==> src/rtl/fetch_queue.sv <==
// fetch_queue: instruction fetch front end with a 2-entry instruction queue.
// A small FSM (IDLE/WAIT/DROP) issues at most one instruction memory request
// at a time. It latches the fetch address from the program counter and pulses
// pc_en_o so the PC advances. Returned words are pushed with their address
// into a circular FIFO that feeds decode through a valid/ready handshake.
// A flush discards queued entries. It also discards the in-flight response.
//
// Ports:
//   clk_i        clock; all state updates on the rising edge
//   rst_i        synchronous active-high reset
//   pc_i         current fetch address from the PC register
//   pc_en_o      one-cycle pulse telling the PC to load its next value
//   imem_req_o   memory request, held until acknowledged
//   imem_addr_o  request address (the latched fetch address)
//   imem_ack_i   one-cycle memory acknowledge
//   imem_data_i  instruction word, valid with imem_ack_i
//   flush_i      redirect: drop queued and in-flight instructions
//   valid_o      queue head holds an instruction
//   ready_i      decode accepts the head this cycle
//   inst_o       head instruction word
//   pc_o         head instruction address
//   pc_plus4_o   pc_o + 4 (wraps modulo 2^32)
module fetch_queue (
  input  logic        clk_i,
  input  logic        rst_i,
  input  logic [31:0] pc_i,
  output logic        pc_en_o,
  output logic        imem_req_o,
  output logic [31:0] imem_addr_o,
  input  logic        imem_ack_i,
  input  logic [31:0] imem_data_i,
  input  logic        flush_i,
  output logic        valid_o,
  input  logic        ready_i,
  output logic [31:0] inst_o,
  output logic [31:0] pc_o,
  output logic [31:0] pc_plus4_o
);

  typedef enum logic [1:0] {
    IDLE = 2'd0,
    WAIT = 2'd1,
    DROP = 2'd2
  } state_t;

  state_t      state;
  state_t      state_next;

  logic [31:0] req_pc;
  logic [31:0] entry_inst [2];
  logic [31:0] entry_pc   [2];
  logic        rd_ptr;
  logic        wr_ptr;
  logic [1:0]  count;

  logic        room;
  logic        issue;
  logic        push;
  logic        pop;
  logic        req;

  // The room check uses the registered count only. A pop in the same cycle
  // does not free a slot until the next cycle, so the queue cannot overflow.
  assign room = (count != 2'd2);
  assign pop  = valid_o && ready_i;

  // ---------------------------------------------------------------------
  // FSM: state register
  // ---------------------------------------------------------------------
  always_ff @(posedge clk_i) begin
    if (rst_i) begin
      state <= IDLE;
    end else begin
      state <= state_next;
    end
  end

  // ---------------------------------------------------------------------
  // FSM: next-state logic
  // ---------------------------------------------------------------------
  always_comb begin
    state_next = state;
    case (state)
      IDLE: begin
        if (room && !flush_i) begin
          state_next = WAIT;
        end
      end
      WAIT: begin
        if (imem_ack_i) begin
          state_next = IDLE;
        end else if (flush_i) begin
          state_next = DROP;
        end
      end
      DROP: begin
        if (imem_ack_i) begin
          state_next = IDLE;
        end
      end
      default: state_next = IDLE;
    endcase
  end

  // ---------------------------------------------------------------------
  // FSM: outputs
  // ---------------------------------------------------------------------
  always_comb begin
    issue = 1'b0;
    push  = 1'b0;
    req   = 1'b0;
    case (state)
      IDLE: issue = room && !flush_i;
      WAIT: begin
        req  = 1'b1;
        push = imem_ack_i && !flush_i;
      end
      DROP: req = 1'b1;
      default: begin
        issue = 1'b0;
        push  = 1'b0;
        req   = 1'b0;
      end
    endcase
    // Reset blocks any new request and any push, whatever the FSM state is
    // during the reset cycle.
    if (rst_i) begin
      issue = 1'b0;
      push  = 1'b0;
      req   = 1'b0;
    end
  end

  assign pc_en_o     = issue;
  assign imem_req_o  = req;
  assign imem_addr_o = req_pc;

  // Fetch address latch; it stays stable for the whole request (WAIT/DROP).
  always_ff @(posedge clk_i) begin
    if (rst_i) begin
      req_pc <= '0;
    end else if (issue) begin
      req_pc <= pc_i;
    end
  end

  // ---------------------------------------------------------------------
  // Instruction queue: 2-entry circular FIFO
  // ---------------------------------------------------------------------
  always_ff @(posedge clk_i) begin
    if (rst_i) begin
      for (int unsigned i = 0; i < 2; i++) begin
        entry_inst[i] <= '0;
        entry_pc[i]   <= '0;
      end
      rd_ptr <= 1'b0;
      wr_ptr <= 1'b0;
      count  <= '0;
    end else if (flush_i) begin
      // Flush overrides any pop in the same cycle. Push is already blocked
      // while flush_i is high. Stale entries stay in place but become invisible.
      rd_ptr <= 1'b0;
      wr_ptr <= 1'b0;
      count  <= '0;
    end else begin
      if (push) begin
        entry_inst[wr_ptr] <= imem_data_i;
        entry_pc[wr_ptr]   <= req_pc;
        wr_ptr             <= ~wr_ptr;
      end
      if (pop) begin
        rd_ptr <= ~rd_ptr;
      end
      case ({push, pop})
        2'b10:   count <= count + 2'd1;
        2'b01:   count <= count - 2'd1;
        default: count <= count;
      endcase
    end
  end

  assign valid_o    = (count != 2'd0);
  assign inst_o     = entry_inst[rd_ptr];
  assign pc_o       = entry_pc[rd_ptr];
  assign pc_plus4_o = pc_o + 32'd4;

endmodule
==> config.mk <==
export PLATFORM = sky130hd
export DESIGN_NAME = fetch_queue
export DESIGN_NICKNAME = d
export VERILOG_FILES = /design/src/rtl/fetch_queue.sv
export SDC_FILE = /design/constraint.sdc
export NUM_CORES = 1
export LEC_CHECK = 0
export ABC_AREA = 0
export CORE_MARGIN = 5
export CORE_UTILIZATION = 50
export CTS_BUF_LIST = sky130_fd_sc_hd__clkbuf_16
export CTS_CLUSTER_SIZE = 14
export DETAILED_ROUTE_END_ITERATION = 8
export PLACE_DENSITY = 0.89
export SKIP_CTS_REPAIR_TIMING = 1
export SYNTH_ARGS = -nofsm -noshare
export SYNTH_HDL_FRONTEND = slang
export SYNTH_SLANG_ARGS = --single-unit
export TNS_END_PERCENT = 1
==> constraint.sdc <==
create_clock -name clk_i -period 3 [get_ports clk_i]
set_clock_uncertainty 0.05 [all_clocks]
set_input_delay 0.3 -clock clk_i [delete_from_list [all_inputs] [get_ports clk_i]]
set_output_delay 0.3 -clock clk_i [all_outputs]
set_load 0.005 [all_outputs]
==> impl_metrics.toml, run 1 <==
[place]
dp_hpwl_mm = 14.0
place.port_buffers = 199
placed_cells = 1056
gp_congestion = 0.853
post-place-ws_ns = 0.152

[timing]
finalSetupViolCount = 14
timing.fmax_mhz = 319
fin_hold_ws_ns = 0.372
min_period_ns = 3.13
layout_setup_ws_ns = -0.134
hold_violations = 0
worstMarginPinSlew_ns = 0.581
slew_viol_final = 0
rsz0062_at_grt = "yes"
period_share = 1.04
maxSlewHeadroom = 0.613

[global_route]
antenna_found_initial = 0
top_usage_layer = "met2"
grtUsageMet3 = 0.0481
overflow = 0
grt_pass1_wl_mm = 30.4
grtUsageMet2 = 0.370
use_met1 = 0.259
grt_start_max_net_pins = 65
globalRouteTotalUtil = 0.216
grt_pass1_vias = 5687

[synth]
ys_warn_count = 0
synth-seq-area-share = 0.582
syn_area_sq_um = 7940
ys_ff_latch = 167
ys.flop_type = "edfxtp_1"
synth_edf_count = 128
synth_nets = 745
netlist_instances = 670
syn_avg_cell_area_sq_um = 11.9
synthArstFlopShare = 0
synth_cell_type_count = 49

[drt]
wire_per_inst_um = 18.3
drt_iter0_markers = 512
wirelength_mm = 20.0
vias = 5738
drt_first_pass_iters = 5
drc = 0
viasPerCell = 5.26
ant_nets = 0

[final_layout]
nets = 936
final_common_cell = "clkdlybuf4s50_1"
drive_gt1_frac = 0.133
n_antenna_cell = 0
post-route-util = 0.685
stdcell_count = 1090
fillers = 1118
syn2layout_area_growth_pct = 35.4
final_cell_mix = "194 x clkdlybuf4s50_1, 131 x and2_1, 128 x edfxtp_1, 80 x nand2_1, 52 x mux2_2"

[critical_path]
crit_end = "pc_plus4_o[26]"
cp_max_fo = 19
end_kind = "primary output"
cp.arrival_ns = 2.78
cp.required_ns = 2.65
rrSetupSlack_ns = 0.97
r2r_end = "entry_pc[0][23]"
r2r-start = "state[1]"
worstSetupPathType = "reg -> out"
rr_worst_depth = 6
cp-start-kind = "register"

[run_status]
failed_checks = "negative setup slack"
status = "finished, violations left"

[power_and_ir_drop]
power_density_nw_per_um2 = 490
switchingPower_uw = 1210
leakagePower_uw = 0.00402
power.total_uw = 5270
combPwrFrac = 0.109
internal_power_uw = 4060
swShare = 0.230
vdd.ir_drop.worst_uv = 341
clkPwrFrac = 0.386
p_seq_frac = 0.504

[clock_tree]
tritoncts = "built"
cts.sinks = 167
cts-htree-levels = 4
clk_pin_slew_ns = 0.07
clock_latency_ns = 0.42
cts_buffer_depth = 2
cts_root_buffer = "clkbuf_16"
cts_buffers = 17

[flow_run]
cap_violations = 0

[die]
fp.dieH_um = 136
io_pins = 200
rows = 46
start_util = 0.506
core-area_sq_um = 15700
dieArea_sq_um = 18500
die_w_um = 136

[hold_path]
hold_class = "in -> reg"
==> cells in the mapped netlist, types with 3 or more instances <==
cell type,n,area share
nor3_1,5,0.0031
and2_1,132,0.10
mux2i_1,9,0.011
xnor2_1,22,0.024
dfxtp_1,39,0.098
nand4b_1,5,0.0055
nand2_1,80,0.038
buf_6,3,0.0043
edfxtp_1,128,0.48
inv_1,14,0.0066
a21o_1,4,0.0038
nand3b_1,5,0.0047
clkbuf_1,24,0.011
mux2_2,52,0.074
nand4_1,8,0.0063
ha_1,6,0.0095
o21ai_0,4,0.0025
a21oi_1,36,0.023
nor2b_1,5,0.0039
or2_2,3,0.0024
buf_2,8,0.0050
xor2_1,11,0.012
nor2_1,10,0.0047
nand3_1,24,0.015
==> registers in the layout, indices dropped and copies added (netlist names), named ones only <==
signal,count
entry_inst,64
entry_pc,64
imem_addr_o,32
count,2
state,2
rd_ptr,1
wr_ptr,1
==> metrics by stage <==
stage               TNS, ns  instance area [sq um]
floorplan                 0                   7940
global placement          0                  10100
detailed placement        0                  10100
CTS                   -3.70                  10700
global route          -3.56                  10800
finish                -1.06                  10800
==> critical path: stages, from the launching register on <==
cell and delay, ns:
dfxtp_4 0.41, clkbuf_16 0.20, nand3b_1 0.22, a222oi_1 0.50
nand4_4 0.20, nor2_1 0.18, xor2_1 0.15, clkdlybuf4s50_1 0.51
==> kinds of logic after synthesis <==
kind of cell | count (synthesis) | share of synthesized area
simple gates | 292 | 0.207
flops | 167 | 0.582
mux | 61 | 0.0851
compound gates | 57 | 0.0449
buf+inv | 54 | 0.0347
xor+xnor | 33 | 0.0364
fa+ha+maj | 6 | 0.00945
==> power by group through the flow <==
stage          clock network [uW]  registers [uW]  logic [uW]
4_1_cts                      2060            2660         582
5_1_grt                      2160            2670         621
6_report                     2040            2660         576
3_3_place_gp                    0            2700         566
2_1_floorplan                   0            2690         220
3_5_place_dp                    0            2710         577
==> layout make-up <==
class	instances	area [sq um]	area share
repair buffers	212	2160	0.201
well taps	216	270	0.0251
clock buffers	17	425	0.0395
inverters	14	52.6	0.00489
multi-input cells	449	3090	0.287
flip-flops and latches	167	4630	0.430
clock inverters	15	126	0.0117
==> per-layer routing <==
metal	vias up	wire length, um
li1	2715	-
met1	2755	7710
met2	217	10300
met3	51	1200
met4	0	743
met5	-	0
==> worst min-delay path by stage <==
stage | from | to | slack [ns] | depth (start not counted)
2_1_floorplan | flush_i | wr_ptr | 0.33 | 1
3_3_place_gp | imem_addr_o[0] | imem_addr_o[0] | 0.41 | 2
3_5_place_dp | imem_addr_o[0] | imem_addr_o[0] | 0.42 | 2
4_1_cts | pc_i[24] | imem_addr_o[24] | 0.36 | 3
5_1_grt | pc_i[7] | imem_addr_o[7] | 0.37 | 3
6_report | pc_i[18] | imem_addr_o[18] | 0.37 | 3
Note: power is estimated with default switching activity, not from simulation.
==> inputs of run 2 (changes only) <==
MAX_ROUTING_LAYER = met4   (was default)
==> run 2 against run 1 <==
The flow still finishes with violations (negative setup slack). Clock power hardly changed. Power hardly changed. Wire length is 0.31% higher. Non-clock buffer count stayed put. Cell count stayed put. Design area stayed put. Register-to-register slack hardly changed. Setup slack better by 0.014 ns. Maximum frequency is 0.45% higher. Die area stayed put. Critical endpoint is now pc_plus4_o[19]. Largest cell class unchanged.
==> impl_metrics.toml, run 2 (same netlist as run 1, synthesis figures left out) <==
[critical_path]
r2r-start = "state[1]"
cp_max_fo = 20
end_kind = "primary output"
cp.arrival_ns = 2.77
cp.required_ns = 2.65
worstSetupPathType = "reg -> out"
cp-start-kind = "register"

[power_and_ir_drop]
clkPwrFrac = 0.386
swShare = 0.230
internal_power_uw = 4060
p_seq_frac = 0.504
switchingPower_uw = 1220
combPwrFrac = 0.109
leakagePower_uw = 0.00402
power_density_nw_per_um2 = 490
vdd.ir_drop.worst_uv = 346

[drt]
wirelength_mm = 20.0
vias = 5736
drc = 0
drt_iter0_markers = 494
viasPerCell = 5.26
drt_first_pass_iters = 5
ant_nets = 0
wire_per_inst_um = 18.4

[die]
io_pins = 200
rows = 46
die_w_um = 136
core-area_sq_um = 15700
dieArea_sq_um = 18500
start_util = 0.506
fp.dieH_um = 136

[clock_tree]
cts.sinks = 167
cts_root_buffer = "clkbuf_16"
cts_buffers = 17
cts_buffer_depth = 2
clock_latency_ns = 0.42
tritoncts = "built"
clk_pin_slew_ns = 0.07
cts-htree-levels = 4

[timing]
maxSlewHeadroom = 0.610
layout_setup_ws_ns = -0.120
worstMarginPinSlew_ns = 0.585
fin_hold_ws_ns = 0.373
timing.fmax_mhz = 321
finalSetupViolCount = 14
slew_viol_final = 0
min_period_ns = 3.12
period_share = 1.04
rsz0062_at_grt = "yes"
setup_tns_ns = -1.07
hold_violations = 0

[hold_path]
hp-start = "pc_i[18]"
hold_class = "in -> reg"

[final_layout]
fillers = 1118
drive_gt1_frac = 0.133
n_antenna_cell = 0
syn2layout_area_growth_pct = 35.4
nets = 936
final_cell_mix = "194 x clkdlybuf4s50_1, 131 x and2_1, 128 x edfxtp_1, 80 x nand2_1, 52 x mux2_2"
multi_input_area_sq_um = 3090
post-route-util = 0.685
final_common_cell = "clkdlybuf4s50_1"
final-seq-area_sq_um = 4630

[place]
place.port_buffers = 199
gp_congestion = 0.868
dp_hpwl_mm = 14.0

[global_route]
overflow = 0
grt_pass1_wl_mm = 30.4
antenna_found_initial = 0
globalRouteTotalUtil = 0.221
grt_pass1_vias = 5683
grt_start_max_net_pins = 65

[flow_run]
cap_violations = 0

[run_status]
status = "finished, violations left"
failed_checks = "negative setup slack"
[run 2: path summary, 6_finish.rpt]
path,depth (start not counted),end,slack [ns]
max,7,pc_plus4_o[19],-0.12
min,3,imem_addr_o[18],0.37
max reg2reg,6,entry_pc[0][23],0.96
min reg2reg,2,imem_addr_o[30],0.43
[run 2: area by class of cell]
class	instances	area share
Clock buffer	17	0.0395
Clock inverter	15	0.0117
Inverter	14	0.00489
Multi-Input combinational cell	449	0.287
Sequential cell	167	0.430
Tap cell	216	0.0251
Timing Repair Buffer	212	0.201
[run 2: power by group through the flow]
| stage | clock network, uW | registers, uW | logic [uW] |
|---|---|---|---|
| 6_report | 2040 | 2660 | 577 |
| 5_1_grt | 2160 | 2670 | 620 |
| 3_5_place_dp | 0 | 2710 | 577 |
| 4_1_cts | 2060 | 2660 | 582 |
| 3_3_place_gp | 0 | 2700 | 566 |
| 2_1_floorplan | 0 | 2690 | 220 |
[run 2: routing by layer]
metal  part of all wire  track usage
met1               0.39        0.260
met2               0.52        0.370
met3              0.055       0.0448
met4              0.037       0.0974
met5                  0            -
[run 2: worst max-delay path: stages, from the launching register on]
cell	delay, ns
dfxtp_4	0.46
buf_12	0.19
nand3_1	0.12
a222oi_1	0.45
and2_2	0.28
and3_1	0.18
xor2_1	0.14
clkdlybuf4s50_1	0.51
[run 2: through the flow]
| stage | setup WS, ns | total power, uW | area (sq um) | instances |
|---|---|---|---|---|
| 2_1_floorplan | 0.285 | 2910 | 7940 | 670 |
| 3_3_place_gp | 0.192 | 3270 | 10100 | 1056 |
| 3_5_place_dp | 0.152 | 3290 | 10100 | 1056 |
| 4_1_cts | -0.301 | 5310 | 10700 | 1088 |
| 5_1_grt | -0.353 | 5450 | 10800 | 1090 |
| 6_report | -0.120 | 5280 | 10800 | 1090 |
==> inputs of run 3 (changes only) <==
PLACE_DENSITY = 0.82   (was 0.89)
==> run 3 against run 2 <==
The flow still finishes with violations (negative setup slack). Clock-buffer cell count unchanged. Cell count decreased by 0.18%. Die area unchanged.
==> impl_metrics.toml, run 3 (same netlist as run 1, synthesis figures left out) <==
[run_status]
status = "finished, violations left"
failed_checks = "negative setup slack"

[critical_path]
max_stage_delay_ns = 0.53
worstSetupPathType = "reg -> out"
cp.required_ns = 2.65
end_kind = "primary output"
cp-start-kind = "register"
slowest_stage = "a222oi_1"
path_cells = "buf_16, nand3b_1, a222oi_1, nand4_4, nor2_1, xor2_1, clkdlybuf4s50_1"
cp.arrival_ns = 2.80
cp_max_fo = 33

[place]
place.port_buffers = 199
dp_hpwl_mm = 13.6
post-place-ws_ns = 0.229
gp_congestion = 0.913
place_area_sq_um = 10100

[hold_path]
hold_class = "in -> reg"

[clock_tree]
cts-htree-levels = 4
cts_root_buffer = "clkbuf_16"
cts.sinks = 167
tritoncts = "built"
cts_buffer_depth = 2
clk_pin_slew_ns = 0.06
clock_latency_ns = 0.41
cts_buffers = 17

[die]
start_util = 0.506
die_w_um = 136
core-area_sq_um = 15700
dieArea_sq_um = 18500
fp.dieH_um = 136
rows = 46
io_pins = 200

[final_layout]
n_antenna_cell = 0
syn2layout_area_growth_pct = 35.5
drive_gt1_frac = 0.126
final_cell_mix = "192 x clkdlybuf4s50_1, 131 x and2_1, 128 x edfxtp_1, 80 x nand2_1, 52 x mux2_2"
nets = 935
final_common_cell = "clkdlybuf4s50_1"
finalInstanceArea_sq_um = 10800

[drt]
vias = 5721
drc = 0
wire_per_inst_um = 18.0
viasPerCell = 5.26
ant_nets = 0
wirelength_mm = 19.6
drt_iter0_markers = 447
drt_first_pass_iters = 5

[global_route]
grt_pass1_wl_mm = 29.8
grt_pass1_vias = 5562
antenna_found_initial = 0
overflow = 0
grt_start_max_net_pins = 67
globalRouteTotalUtil = 0.218

[timing]
slew_viol_final = 0
period_share = 1.05
rsz0062_at_grt = "yes"
layout_setup_ws_ns = -0.152
hold_violations = 0
maxSlewHeadroom = 0.586
finalSetupViolCount = 9
min_period_ns = 3.15
timing.fmax_mhz = 317
worstMarginPinSlew_ns = 0.621

[power_and_ir_drop]
power.total_uw = 5350
leakagePower_uw = 0.00406
power_density_nw_per_um2 = 497
vdd.ir_drop.worst_uv = 368

[flow_run]
cap_violations = 0
-- run 3: per-stage QoR --
| stage | utilization | hold WS (ns) | TNS, ns | cells |
|---|---|---|---|---|
| 2_1_floorplan | - | 0.327 | 0 | 670 |
| 6_report | 0.685 | 0.381 | -0.842 | 1088 |
| 5_1_grt | 0.685 | 0.373 | -2.48 | 1088 |
| 3_5_place_dp | 0.644 | 0.422 | 0 | 1056 |
| 4_1_cts | 0.680 | 0.361 | -3.11 | 1087 |
| 3_3_place_gp | 0.644 | 0.417 | 0 | 1056 |
-- run 3: layout make-up --
type / instances / area (sq um)
fillers: 1173 / 4940
flip-flops and latches: 167 / 4630
multi-input cells: 449 / 3090
repair buffers: 211 / 2150
clock buffers: 17 / 425
well taps: 216 / 270
clock inverters: 14 / 146
inverters: 14 / 52.6
-- run 3: worst max-delay path, delay by kind of cell, from the launching register on --
family          cells  cell delay, ns
xor+xnor            1            0.15
flops               1            0.39
buf+inv             2            0.69
compound gates      1            0.53
simple gates        3            0.62
-- run 3: path summary, 6_finish.rpt --
kind | startpoint | slack (ns) | cells past startpoint | endpoint
worst max-delay path | register | -0.15 | 7 | pc_plus4_o[26]
worst min-delay path | pc_i[1] | 0.38 | 3 | imem_addr_o[1]
worst max register to register | state[1] | 0.99 | 6 | entry_pc[0][12]
worst min register to register | imem_addr_o[0] | 0.43 | 2 | imem_addr_o[0]
-- run 3: where the power goes --
part	switching [uW]	total, uW	internal, uW	leakage (uW)
clock	831	2120	1280	0.000294
sequential	69.2	2660	2590	0.00164
combinational	244	572	328	0.00213
total	1140	5350	4200	0.00406
-- run 3: layer usage --
metal	track usage	vias to the layer above	routed length (um)
met4	0.0845	0	538
met1	0.277	2739	8020
met5	-	-	0
met3	0.0481	33	1390
met2	0.342	241	9680
li1	-	2708	-
